--- src/rtl/uart_pkg.sv ---
// Shared definitions for the UART receive path: receiver state encoding,
// frame width, default oversampling ratio and a 2-of-3 vote helper.
package uart_pkg;

    localparam int DATA_BITS          = 8;
    localparam int OVERSAMPLE_DEFAULT = 16;

    typedef enum logic [1:0] {
        IDLE  = 2'd0,
        START = 2'd1,
        DATA  = 2'd2,
        STOP  = 2'd3
    } rx_state_t;

    function automatic logic maj3(input logic a, input logic b, input logic c);
        return (a & b) | (a & c) | (b & c);
    endfunction

endpackage

--- src/rtl/uart_receiver_rx_sync.sv ---
// Two-flop synchronizer for the asynchronous serial input, plus the
// previous-value register used to detect a falling edge of the synced line.
// Everything resets to 1 so a line that idles high never looks like an edge.
module rx_sync (
    input  logic clk,
    input  logic reset_n,
    input  logic rxd,
    output logic rxd_s,
    output logic rxd_fall
);

    logic sync_q1;
    logic sync_q2;
    logic prev_q;

    // Metastability chain and one-cycle history of the synced line.
    always_ff @(posedge clk) begin
        if (!reset_n) begin
            sync_q1 <= 1'b1;
            sync_q2 <= 1'b1;
            prev_q  <= 1'b1;
        end else begin
            sync_q1 <= rxd;
            sync_q2 <= sync_q1;
            prev_q  <= sync_q2;
        end
    end

    assign rxd_s    = sync_q2;
    assign rxd_fall = prev_q & ~sync_q2;

endmodule

--- src/rtl/uart_receiver.sv ---
// UART receive stage: 8N1, LSB first, oversampled by an external tick.
// Define UART_RX_MAJORITY_EN to decide each bit by a 2-of-3 vote over the
// three ticks ending at the sample point instead of a single sample.
//
// state | meaning
// ------+-------------------------------------------------------------
// IDLE  | line idle, waiting for a 1->0 edge on the synced input
// START | counting to mid start bit; a 1 there is a false start
// DATA  | sampling 8 data bits at mid-bit, shifting in from the MSB
// STOP  | sampling the stop bit; strobe valid or framing error, then IDLE
module uart_receiver
    import uart_pkg::*;
#(
    parameter int OVERSAMPLE = OVERSAMPLE_DEFAULT
) (
    input  logic                 clk,
    input  logic                 reset_n,
    input  logic                 tick,
    input  logic                 rxd,
    output logic [DATA_BITS-1:0] rx_data,
    output logic                 rx_valid,
    output logic                 frame_err,
    output logic                 rx_busy
);

    localparam int              SW       = $clog2(OVERSAMPLE);
    localparam logic [SW-1:0]   MID_PT   = SW'(OVERSAMPLE / 2 - 1);
    localparam logic [SW-1:0]   FULL_PT  = SW'(OVERSAMPLE - 1);
    localparam logic [2:0]      LAST_BIT = 3'(DATA_BITS - 1);

    rx_state_t            state;
    rx_state_t            state_nxt;
    logic [SW-1:0]        s_cnt;
    logic [2:0]           b_cnt;
    logic [DATA_BITS-1:0] shift_q;
    logic                 rxd_s;
    logic                 rxd_fall;
    logic                 at_point;
    logic                 sample_pt;
    logic                 bit_val;
    logic                 valid_set;
    logic                 err_set;

    rx_sync u_sync (
        .clk      (clk),
        .reset_n  (reset_n),
        .rxd      (rxd),
        .rxd_s    (rxd_s),
        .rxd_fall (rxd_fall)
    );

    // Start bit is judged at its middle; data and stop bits one full period later.
    assign at_point  = (state == START) ? (s_cnt == MID_PT) : (s_cnt == FULL_PT);
    assign sample_pt = tick && (state != IDLE) && at_point;

`ifdef UART_RX_MAJORITY_EN
    logic [1:0] hist_q;

    // Keep the synced line from the two previous ticks for the vote.
    always_ff @(posedge clk) begin
        if (!reset_n) begin
            hist_q <= 2'b11;
        end else if (tick) begin
            hist_q <= {hist_q[0], rxd_s};
        end
    end

    assign bit_val = maj3(hist_q[1], hist_q[0], rxd_s);
`else
    assign bit_val = rxd_s;
`endif

    // State register.
    always_ff @(posedge clk) begin
        if (!reset_n) begin
            state <= IDLE;
        end else begin
            state <= state_nxt;
        end
    end

    // Next-state decode.
    always_comb begin
        state_nxt = state;
        case (state)
            IDLE:    if (rxd_fall) state_nxt = START;
            START:   if (sample_pt) state_nxt = bit_val ? IDLE : DATA;
            DATA:    if (sample_pt && (b_cnt == LAST_BIT)) state_nxt = STOP;
            STOP:    if (sample_pt) state_nxt = IDLE;
            default: state_nxt = IDLE;
        endcase
    end

    // Output decode: busy level and the strobe requests for the stop-bit sample.
    always_comb begin
        rx_busy   = (state != IDLE);
        valid_set = 1'b0;
        err_set   = 1'b0;
        if ((state == STOP) && sample_pt) begin
            valid_set = bit_val;
            err_set   = ~bit_val;
        end
    end

    // Tick/bit counters, shift register and registered output strobes.
    always_ff @(posedge clk) begin
        if (!reset_n) begin
            s_cnt     <= '0;
            b_cnt     <= '0;
            shift_q   <= '0;
            rx_data   <= '0;
            rx_valid  <= 1'b0;
            frame_err <= 1'b0;
        end else begin
            rx_valid  <= valid_set;
            frame_err <= err_set;
            if (valid_set) begin
                rx_data <= shift_q;
            end
            case (state)
                IDLE: begin
                    // The tick coinciding with the edge is deliberately not counted.
                    if (rxd_fall) begin
                        s_cnt <= '0;
                    end
                end
                START: begin
                    if (sample_pt) begin
                        s_cnt <= '0;
                        b_cnt <= '0;
                    end else if (tick) begin
                        s_cnt <= s_cnt + 1'b1;
                    end
                end
                DATA: begin
                    if (sample_pt) begin
                        s_cnt   <= '0;
                        shift_q <= {bit_val, shift_q[DATA_BITS-1:1]};
                        if (b_cnt != LAST_BIT) begin
                            b_cnt <= b_cnt + 1'b1;
                        end
                    end else if (tick) begin
                        s_cnt <= s_cnt + 1'b1;
                    end
                end
                STOP: begin
                    if (sample_pt) begin
                        s_cnt <= '0;
                    end else if (tick) begin
                        s_cnt <= s_cnt + 1'b1;
                    end
                end
                default: begin
                    s_cnt <= '0;
                end
            endcase
        end
    end

endmodule
--- config.mk ---
export PLATFORM = sky130hd
export DESIGN_NAME = uart_receiver
export DESIGN_NICKNAME = d
export VERILOG_FILES = /design/src/rtl/uart_pkg.sv /design/src/rtl/uart_receiver_rx_sync.sv /design/src/rtl/uart_receiver.sv
export SDC_FILE = /design/constraint.sdc
export NUM_CORES = 1
export LEC_CHECK = 0
export ABC_CLOCK_PERIOD_IN_PS = 2800
export CAP_MARGIN = 30
export CELL_PAD_IN_SITES_DETAIL_PLACEMENT = 1
export CELL_PAD_IN_SITES_GLOBAL_PLACEMENT = 1
export CORE_MARGIN = 8
export CORE_UTILIZATION = 44
export CTS_CLUSTER_DIAMETER = 150
export DETAILED_ROUTE_END_ITERATION = 7
export PLACE_DENSITY = 0.86
export SYNTH_ARGS = -nofsm -noshare
export SYNTH_HDL_FRONTEND = slang
export SYNTH_SLANG_ARGS = --single-unit
--- constraint.sdc ---
create_clock -name clk -period 2.8 [get_ports clk]
set_input_delay 0.42 -clock clk [delete_from_list [all_inputs] [get_ports clk]]
set_output_delay 0.42 -clock clk [all_outputs]
set_load 0.03 [all_outputs]
==> results.md, run 1 <==
• **result of the run** completed
• **data arrival time at the worst-slack endpoint** 1.89 ns
• **global-route wire length before repair** 4560 um
• **TritonCTS clock tree** done
• **most frequent cells in the layout** sky130_fd_sc_hd__dfxtp_1, sky130_fd_sc_hd__nand2_1, sky130_fd_sc_hd__nor2_1
• **distinct cell type count of the synthesized netlist** 33
• **P_sw** 158.4 uW
• **number of remaining DRC errors** 0
• **number of maximum-capacitance constraint violations** 0
• **Power per Cell Area** 498.6 nW/um^2
• **Post-CTS Setup Repair Bufs** 0
• **weighted congestion at the end of routability-driven global placement** 0.7710
• **per-instance average area after synthesis** 9.253 um^2
• **post-layout worst setup margin** 0.4940 ns
• **sequential share of power** 0.608
• **via count of the routed design** 986
• **part of the total power dissipated in combinational logic** 0.043
• **area of the mapped netlist** 1240 um^2
• **routed len/inst** 14.86 um
• **clock transition at the registers of the reported paths** 0.09 ns
• **Die Area** 4773 um^2
• **nature of the critical path startpoint** register
• **Post-CTS Resized** 0
• **RSZ-0062 raised after global routing** false
• **clock tree skew after final layout** 0.009218 ns
• **Final Cycle Share** 0.8236
• **area growth from synthesis to final layout** 15.44%
• **maximum clock rate** 433.6 MHz
• **fraction of registers with async set/reset** 0
• **Clock Sink Count** 30
• **sequential share of the synthesized area** 0.4844
• **Final Critical Period** 2.306 ns
• **number of hold buffers added after CTS** 0
• **post-layout net count** 155
• **reported leakage power** 0.0005105 uW
• **largest fanout on the critical path** 11
• **global route overflow** 0
• **critical setup path kind** reg -> out
• **First DRT Iteration DRCs** 17
• **flip-flop cell with the highest count after synthesis** sky130_fd_sc_hd__dfxtp_1
• **Diodes inserted** 0
• **fraction of power spent switching nets** 0.2219
• **cells along the critical path** or2_1 -> clkdlybuf4s50_1
• **buffer depth of the longest clock path** 2
• **buffer type at the clock tree root** sky130_fd_sc_hd__clkbuf_4
• **cts bufs inserted** 5
• **HPWL after detailed placement** 1928 um
• **chip height** 69.09 um
• **number of primary I/O pins** 15
• **Final setup viols** 0
• **maximum cell stage delay along the critical path** 0.71 ns
• **number of synthesized flops with an enable pin** 0
• **Die Width** 69.09 um
• **Crit. End Element** output port
• **Post-Syn Nets** 141
• **number of warnings reported in the yosys synthesis log** 0
• **initial standard-cell utilization of the core** 0.4575
• **via count of the first global-routing pass** 1018
• **pre-CTS worst setup slack** 0.6427 ns
• **fraction of final layout cells sized beyond drive strength 1** 0.08844
• **part of the total power dissipated in the clock network** 0.349
• **Hold Path Class** reg -> reg
• **final hold viol count** 0
• **H-tree levels** 2
• **detailed-route vias per instance** 5.539
• **total core area** 2710 um^2
• **actual slew at the worst max-slew pin** 0.4634 ns
• **pin count of the biggest net entering global routing** 27
• **peak supply drop** 0.4054 mV
• **Final ANT Viol Nets** 0
• **setup TNS** 0 ns
• **All-Layer GR Usage** 0.1149
• **count of input and output buffers** 14
• **antenna violations before repair** 0
• **source-to-sink clock delay at the later pin of the worst-skew pair** 0.32 ns
• **drt pass-1 iters** 4
• **routed wire length** 2645 um
• **post-synthesis register bit count** 30
• **total number of placement rows** 19
• **worst slew margin relative to its limit** 0.6908
• **CP max-delay cell** sky130_fd_sc_hd__clkdlybuf4s50_1
• **final max-slew violation count** 0
• **instance count of the mapped netlist** 134
• **total internal power** 555.3 uW
• **most common cell after layout, fill and taps aside** sky130_fd_sc_hd__dfxtp_1
• **required time at the endpoint of the critical path** 2.38 ns
==> final timing paths <==
| check | from | slack, ns | depth (start not counted) | to |
|---|---|---|---|---|
| hold reg to reg | u_sync.sync_q1 | 0.41 | 1 | u_sync.rxd_s |
| setup / recovery | state[0] | 0.49 | 2 | rx_busy |
| hold / removal | u_sync.sync_q1 | 0.41 | 1 | u_sync.rxd_s |
| setup reg to reg | s_cnt[0] | 1.06 | 6 | shift_q[7] |
==> area by class of cell <==
class,instances,area [um^2]
Fill cell,326,1279
Sequential cell,30,600.6
Multi-Input combinational cell,94,581.8
Timing Repair Buffer,16,155.1
Clock buffer,6,51.30
Tap cell,31,38.79
Inverter,1,3.754
==> power groups by stage <==
stage	Clock [uW]	Sequential, uW	Combinational [uW]
5_1_grt	273	434	33.9
3_5_place_dp	0	444	30.9
4_1_cts	257	434	31.0
3_3_place_gp	0	443	29.5
2_1_floorplan	0	441	22.6
6_report	249	434	30.8
==> cell usage after synthesis (all sizes together), types with 2 or more instances <==
master / n / share of area
mux2i: 9 / 0.073
a21oi: 2 / 0.0081
buf: 5 / 0.031
nand3: 12 / 0.048
and2: 3 / 0.015
nor2: 15 / 0.045
o22ai: 3 / 0.015
or2: 2 / 0.010
ha: 3 / 0.030
dfxtp: 30 / 0.48
o21ai: 9 / 0.036
nand2b: 4 / 0.020
o21a: 2 / 0.012
nand2: 16 / 0.048
nor3b: 3 / 0.022
clkbuf: 4 / 0.012
==> state kept, by name, summed over array words and instances, names as in the netlist, named ones only <==
register and flops:
u_sync.rxd_s 1, u_sync.sync_q1 1, shift_q 8, frame_err 1, u_sync.prev_q 1, rx_data 8, s_cnt 4, b_cnt 3
state 1, rx_valid 1
==> through the flow <==
stage                     std cells  area, um^2  utilization  power [uW]  hold WS, ns
after floorplan                 134        1240            -       463.6       0.3863
after global placement          172        1380       0.5092       472.7       0.3930
after CTS                       178        1431       0.5282       722.1       0.4140
after global routing            178        1431       0.5282       741.8       0.4554
final                           178        1431       0.5282       713.7       0.4122
after detailed placement        172        1380       0.5092       474.5       0.3944
==> critical path: cells and delay by family (launching register included) <==
kind / cells / cell delay, ns
buffers and inverters: 1 / 0.71
AND/OR/NAND/NOR: 1 / 0.28
flip-flops: 1 / 0.57
==> layer usage <==
layer / global-route usage / routed length, um / vias up
li1: - / - / 490
met1: 0.1291 / 1167 / 469
met3: 0.04006 / 126 / 7
met5: 0 / 0 / -
met4: 0.06150 / 54 / 0
met2: 0.1855 / 1296 / 20
==> cell families (layout without fill, tap and decap cells) <==
logic type      after synthesis  in the layout  synth area share
simple gates                 59             59            0.2402
compound gates               23             23            0.1261
fa+ha+maj                     3              3           0.03028
buf+inv                      10             23           0.04641
flops                        30             30            0.4844
mux                           9              9           0.07266
(Power assumes the default switching activity.)
==> inputs of run 2 (changes only) <==
- ABC_CLOCK_PERIOD_IN_PS: 2800 -> 2300
- CORE_UTILIZATION: 44 -> 41
- PLACE_DENSITY: 0.86 -> 0.81
- clock period: 2.8 -> 2.3 ns (I/O delays scaled with it)
==> results.md, run 2 (synthesis gave the netlist of run 1 again) <==
• **routed wire length** 2748 um, was 2645 um
• **Clock Sink Count** 30, unchanged
• **critical setup path kind** reg -> out, unchanged
• **All-Layer GR Usage** 0.1234, was 0.1149
• **maximum cell stage delay along the critical path** 0.71 ns, about the same
• **area taken by flip-flops and latches** 601.8 um^2, was 600.6 um^2
• **number of primary I/O pins** 15, unchanged
• **post-layout net count** 155, unchanged
• **fill cell count** 340, was 326
• **number of remaining DRC errors** 0, unchanged
• **cells along the critical path** or2_1 -> clkdlybuf4s50_1, unchanged
• **buffer type at the clock tree root** sky130_fd_sc_hd__clkbuf_4, unchanged
• **number of maximum-capacitance constraint violations** 0, unchanged
• **CP max-delay cell** sky130_fd_sc_hd__clkdlybuf4s50_1, unchanged
• **total core area** 2953 um^2, was 2710 um^2
• **Final Critical Period** 2.165 ns
• **actual slew at the worst max-slew pin** 0.4510 ns, was 0.4634 ns
• **Crit. End Element** output port, unchanged
• **initial standard-cell utilization of the core** 0.4199, was 0.4575
• **via count of the routed design** 983, was 986
• **antenna violations before repair** 0, unchanged
• **via count of the first global-routing pass** 1057, was 1018
• **peak supply drop** 0.3078 mV, was 0.4054 mV
• **Final ANT Viol Nets** 0, unchanged
• **Final Cycle Share** 0.9413
• **multi-input combinational cell area** 581.8 um^2, unchanged
• **reported leakage power** 0.0005115 uW, was 0.0005105 uW
• **length in cells of the worst reg-to-reg path** 5, was 6
• **final hold viol count** 0, unchanged
• **maximum clock rate** 461.9 MHz
• **Final setup viols** 0, unchanged
• **global route overflow** 0, unchanged
• **weighted congestion at the end of routability-driven global placement** 0.7950, was 0.7710
• **global-route wire length before repair** 4864 um, was 4560 um
• **H-tree levels** 2, unchanged
• **setup TNS** 0 ns, unchanged
• **First DRT Iteration DRCs** 30, was 17
• **data arrival time at the worst-slack endpoint** 1.82 ns, was 1.89 ns
• **Diodes inserted** 0, unchanged
• **Worst Hold Path Cells** 1, unchanged
• **largest registers** rx_data: 8 flops, shift_q: 8 flops, s_cnt: 4 flops, unchanged
• **Post-CTS Setup Repair Bufs** 0, unchanged
• **clock transition at the registers of the reported paths** 0.10 ns, was 0.09 ns
• **pin count of the biggest net entering global routing** 25, was 27
• **final non-filler cell area** 1431 um^2, unchanged
• **chip height** 71.00 um, was 69.09 um
• **area growth from synthesis to final layout** 15.44%, unchanged
• **RSZ-0062 raised after global routing** false, unchanged
• **fraction of final layout cells sized beyond drive strength 1** 0.1014, was 0.08844
• **Power per Cell Area** 600.0 nW/um^2, was 498.6 nW/um^2
• **source-to-sink clock delay at the later pin of the worst-skew pair** 0.34 ns, was 0.32 ns
• **r2r startpoint** s_cnt[0], unchanged
• **largest fanout on the critical path** 9, was 11
• **Die Width** 71.00 um, was 69.09 um
• **area after detailed placement** 1383 um^2, was 1380 um^2
• **cts bufs inserted** 5, unchanged
• **count of input and output buffers** 14, unchanged
• **HPWL after detailed placement** 1983 um, was 1928 um
• **end point of the critical path** rx_busy, unchanged
• **worst slew margin relative to its limit** 0.6986, was 0.6908
• **routed len/inst** 15.18 um, was 14.86 um
• **worst setup slack for register-to-register paths** 0.55 ns, was 1.06 ns
• **buffer depth of the longest clock path** 2, unchanged
• **final max-slew violation count** 0, unchanged
• **most common cell after layout, fill and taps aside** sky130_fd_sc_hd__dfxtp_1, unchanged
• **drt pass-1 iters** 4, unchanged
• **total number of placement rows** 20, was 19
• **Hold Path Class** reg -> reg, unchanged
• **result of the run** completed, unchanged
• **required time at the endpoint of the critical path** 1.96 ns, was 2.38 ns
• **nature of the critical path startpoint** register, unchanged
• **most frequent cells in the layout** sky130_fd_sc_hd__dfxtp_1, sky130_fd_sc_hd__nand2_1, sky130_fd_sc_hd__nor2_1, unchanged
• **TritonCTS clock tree** done, unchanged
• **Die Area** 5040 um^2, was 4773 um^2
• **clock tree skew after final layout** 0.01794 ns, was 0.009218 ns
• **detailed-route vias per instance** 5.431, was 5.539
• **capture instance of the worst register-to-register path** rx_data[4], was shift_q[7]
• **overall power consumption** 858.8 uW, was 713.7 uW
run 2: cell count changes in the layout (fill, tap and decap cells not counted):
cell | previous run | this run
sky130_fd_sc_hd__dfxtp_2 | 0 | 1
sky130_fd_sc_hd__clkbuf_8 | 1 | 0
sky130_fd_sc_hd__dfxtp_1 | 30 | 29
sky130_fd_sc_hd__clkinv_2 | 0 | 2
run 2: critical path: cells and delay by family (launching register included):
| family | cells | cell delay, ns |
|---|---|---|
| DFF | 1 | 0.51 |
| buffers and inverters | 1 | 0.71 |
| and+or+nand+nor | 1 | 0.26 |
run 2: area by class of cell:
| class | count | area share |
|---|---|---|
| Multi-Input combinational cell | 94 | 0.4065 |
| Tap cell | 33 | 0.02885 |
| Inverter | 1 | 0.002622 |
| Timing Repair Buffer | 16 | 0.1084 |
| Clock inverter | 2 | 0.006993 |
| Clock buffer | 5 | 0.02622 |
| Sequential cell | 30 | 0.4205 |
run 2: through the flow:
| step | hold slack (ns) | setup WS (ns) | util | cells |
|---|---|---|---|---|
| after floorplan | 0.3863 | 0.8458 | - | 134 |
| after global placement | 0.3930 | 0.2826 | 0.4682 | 174 |
| after detailed placement | 0.4108 | 0.1774 | 0.4682 | 174 |
| after CTS | 0.4349 | 0.07428 | 0.4843 | 181 |
| after global routing | 0.4791 | 0.03749 | 0.4847 | 181 |
| final | 0.4252 | 0.1350 | 0.4847 | 181 |
run 2: what timing repair did:
action	in CTS	in global routing
resized for setup	0	1
endpoints found under the setup margin	0	1
endpoints found under the hold margin	0	0
hold buffers	0	0
run 2: report_power, final:
group	switching [uW]	total, uW	internal [uW]
Sequential	5.33	528	523
Combinational	21.5	37.5	16.0
Clock	183	293	110
Total	210	859	649
run 2: worst min path at each step:
stage,end,from
2_1_floorplan,u_sync.rxd_s,u_sync.sync_q1
3_3_place_gp,u_sync.rxd_s,u_sync.sync_q1
3_5_place_dp,u_sync.rxd_s,u_sync.sync_q1
4_1_cts,u_sync.rxd_s,u_sync.sync_q1
5_1_grt,rx_data[0],shift_q[0]
6_report,u_sync.rxd_s,u_sync.sync_q1
run 2: routing by layer:
layer	routed length (um)	global-route usage	vias to the layer above
li1	-	-	492
met1	1106	0.1160	476
met2	1475	0.2214	10
met3	112	0.05226	5
met4	54	0.06697	0
met5	0	0	-
==> inputs of run 3 (changes only) <==
- CORE_MARGIN: 8 -> default
==> results.md, run 3 (synthesis gave the netlist of run 1 again) <==
• **Final Critical Period** 2.198 ns, was 2.165 ns
• **antenna violations before repair** 0, unchanged
• **Hold Path Class** reg -> reg, unchanged
• **routed len/inst** 14.92 um, was 15.18 um
• **worst slew margin relative to its limit** 0.6871, was 0.6986
• **clock tree skew after final layout** 0.01550 ns, was 0.01794 ns
• **Final ANT Viol Nets** 0, unchanged
• **Die Area** 3248 um^2, was 5040 um^2
• **area growth from synthesis to final layout** 14.93%, was 15.44%
• **H-tree levels** 2, unchanged
• **First DRT Iteration DRCs** 36, was 30
• **final max-slew violation count** 0, unchanged
• **number of maximum-capacitance constraint violations** 0, unchanged
• **buffer type at the clock tree root** sky130_fd_sc_hd__clkbuf_4, unchanged
• **final core area utilization** 0.5080, was 0.4847
• **via count of the first global-routing pass** 1056, was 1057
• **data arrival time at the worst-slack endpoint** 1.85 ns, was 1.82 ns
• **fill cell count** 332, was 340
• **HPWL after detailed placement** 1908 um, was 1983 um
• **count of input and output buffers** 14, unchanged
• **clock transition at the registers of the reported paths** 0.10 ns, about the same
• **Post-CTS Setup Repair Bufs** 0, unchanged
• **total core area** 2805 um^2, was 2953 um^2
• **final hold viol count** 0, unchanged
• **GR Layer Usage met1** 0.2023, was 0.1160
• **reported leakage power** 0.0005057 uW, was 0.0005115 uW
• **Power per Cell Area** 593.9 nW/um^2, was 600.0 nW/um^2
• **number of primary I/O pins** 15, unchanged
• **cts bufs inserted** 5, unchanged
• **nature of the critical path startpoint** register, unchanged
• **RSZ-0062 raised after global routing** false, unchanged
• **pre-CTS worst setup slack** 0.1957 ns, was 0.1774 ns
• **most frequent cells in the layout** sky130_fd_sc_hd__dfxtp_1, sky130_fd_sc_hd__nand2_1, sky130_fd_sc_hd__nor2_1, unchanged
• **Post-CTS Resized** 0, unchanged
• **Final setup viols** 0, unchanged
• **post-layout net count** 155, unchanged
• **chip height** 57.00 um, was 71.00 um
• **failing checks** design-rule violations
• **fraction of final layout cells sized beyond drive strength 1** 0.08108, was 0.1014
• **most common cell after layout, fill and taps aside** sky130_fd_sc_hd__dfxtp_1, unchanged
• **Final Cycle Share** 0.9554, was 0.9413
• **Crit. End Element** output port, unchanged
• **via count of the routed design** 989, was 983
• **Clock Sink Count** 30, unchanged
• **global-route wire length before repair** 4629 um, was 4864 um
• **largest registers** rx_data: 8 flops, shift_q: 8 flops, s_cnt: 4 flops, unchanged
• **result of the run** finished with violations, was completed
• **maximum clock rate** 455.1 MHz, was 461.9 MHz
• **pin count of the biggest net entering global routing** 19, was 25
• **actual slew at the worst max-slew pin** 0.4689 ns, was 0.4510 ns
• **detailed-route vias per instance** 5.525, was 5.431
• **total number of placement rows** 19, was 20
• **post-layout worst setup margin** 0.1025 ns, was 0.1350 ns
• **initial standard-cell utilization of the core** 0.4420, was 0.4199
• **required time at the endpoint of the critical path** 1.96 ns, about the same
• **setup TNS** 0 ns, unchanged
• **Diodes inserted** 0, unchanged
• **global route overflow** 0, unchanged
• **number of hold buffers added after CTS** 0, unchanged
• **critical setup path kind** reg -> out, unchanged
• **All-Layer GR Usage** 0.1877, was 0.1234
• **GR peak layer** met2, unchanged
• **peak supply drop** 0.3265 mV, was 0.3078 mV
• **largest fanout on the critical path** 11, was 9
• **drt pass-1 iters** 6, was 4
• **weighted congestion at the end of routability-driven global placement** 0.7458, was 0.7950
• **buffer depth of the longest clock path** 2, unchanged
• **met2 track utilization from global routing** 0.3345, was 0.2214
• **met3 Track Usage GR** 0.04762, was 0.05226
• **source-to-sink clock delay at the later pin of the worst-skew pair** 0.33 ns, was 0.34 ns
• **number of remaining DRC errors** 3, was 0
• **routed wire length** 2670 um, was 2748 um
• **Die Width** 57.00 um, was 71.00 um
• **TritonCTS clock tree** done, unchanged
==> run 3: cell count changes in the layout (fill, tap and decap cells not counted) <==
cell / delta
sky130_fd_sc_hd__clkbuf_1: +2
sky130_fd_sc_hd__clkinv_2: -2
sky130_fd_sc_hd__dfxtp_2: -1
sky130_fd_sc_hd__dfxtp_1: +1
==> run 3: worst paths after layout <==
kind	slack, ns	depth (start not counted)	endpoint	startpoint
max	0.10	2	rx_busy	state[0]
min	0.44	1	u_sync.rxd_s	u_sync.sync_q1
max reg2reg	0.55	5	rx_data[7]	s_cnt[0]
min reg2reg	0.44	1	u_sync.rxd_s	u_sync.sync_q1
==> run 3: critical path, stage by stage (launching register included) <==
cell	delay [ns]
sky130_fd_sc_hd__dfxtp_1	0.56
sky130_fd_sc_hd__or2_1	0.26
sky130_fd_sc_hd__clkdlybuf4s50_1	0.70
==> run 3: final cells by class <==
class,count,area [um^2],area share
Sequential cell,30,600.6,0.4214
Multi-Input combinational cell,94,581.8,0.4083
Timing Repair Buffer,16,155.1,0.1089
Clock buffer,7,45.04,0.03161
Tap cell,31,38.79,0.02722
Inverter,1,3.754,0.002634
==> run 3: stage by stage <==
| step | area (um^2) | hold WS, ns | power, uW | instances |
|---|---|---|---|---|
| after global placement | 1380 | 0.4051 | 576.1 | 172 |
| after CTS | 1425 | 0.4388 | 862.4 | 179 |
| after global routing | 1425 | 0.4672 | 885.1 | 179 |
| after floorplan | 1240 | 0.3863 | 564.4 | 134 |
| after detailed placement | 1380 | 0.4052 | 577.7 | 172 |
| final | 1425 | 0.4436 | 846.4 | 179 |
==> run 3: power breakdown <==
group	switching, uW	total [uW]	internal, uW
sequential	5.29	528	523
clock	166	281	115
combinational	21.3	37.3	16.0
total	193	846	654
==> run 3: layer usage <==
layer / routed length [um] / vias up
met5: 0 / -
met2: 1396 / 11
met1: 1162 / 482
li1: - / 491
met3: 64 / 5
met4: 48 / 0
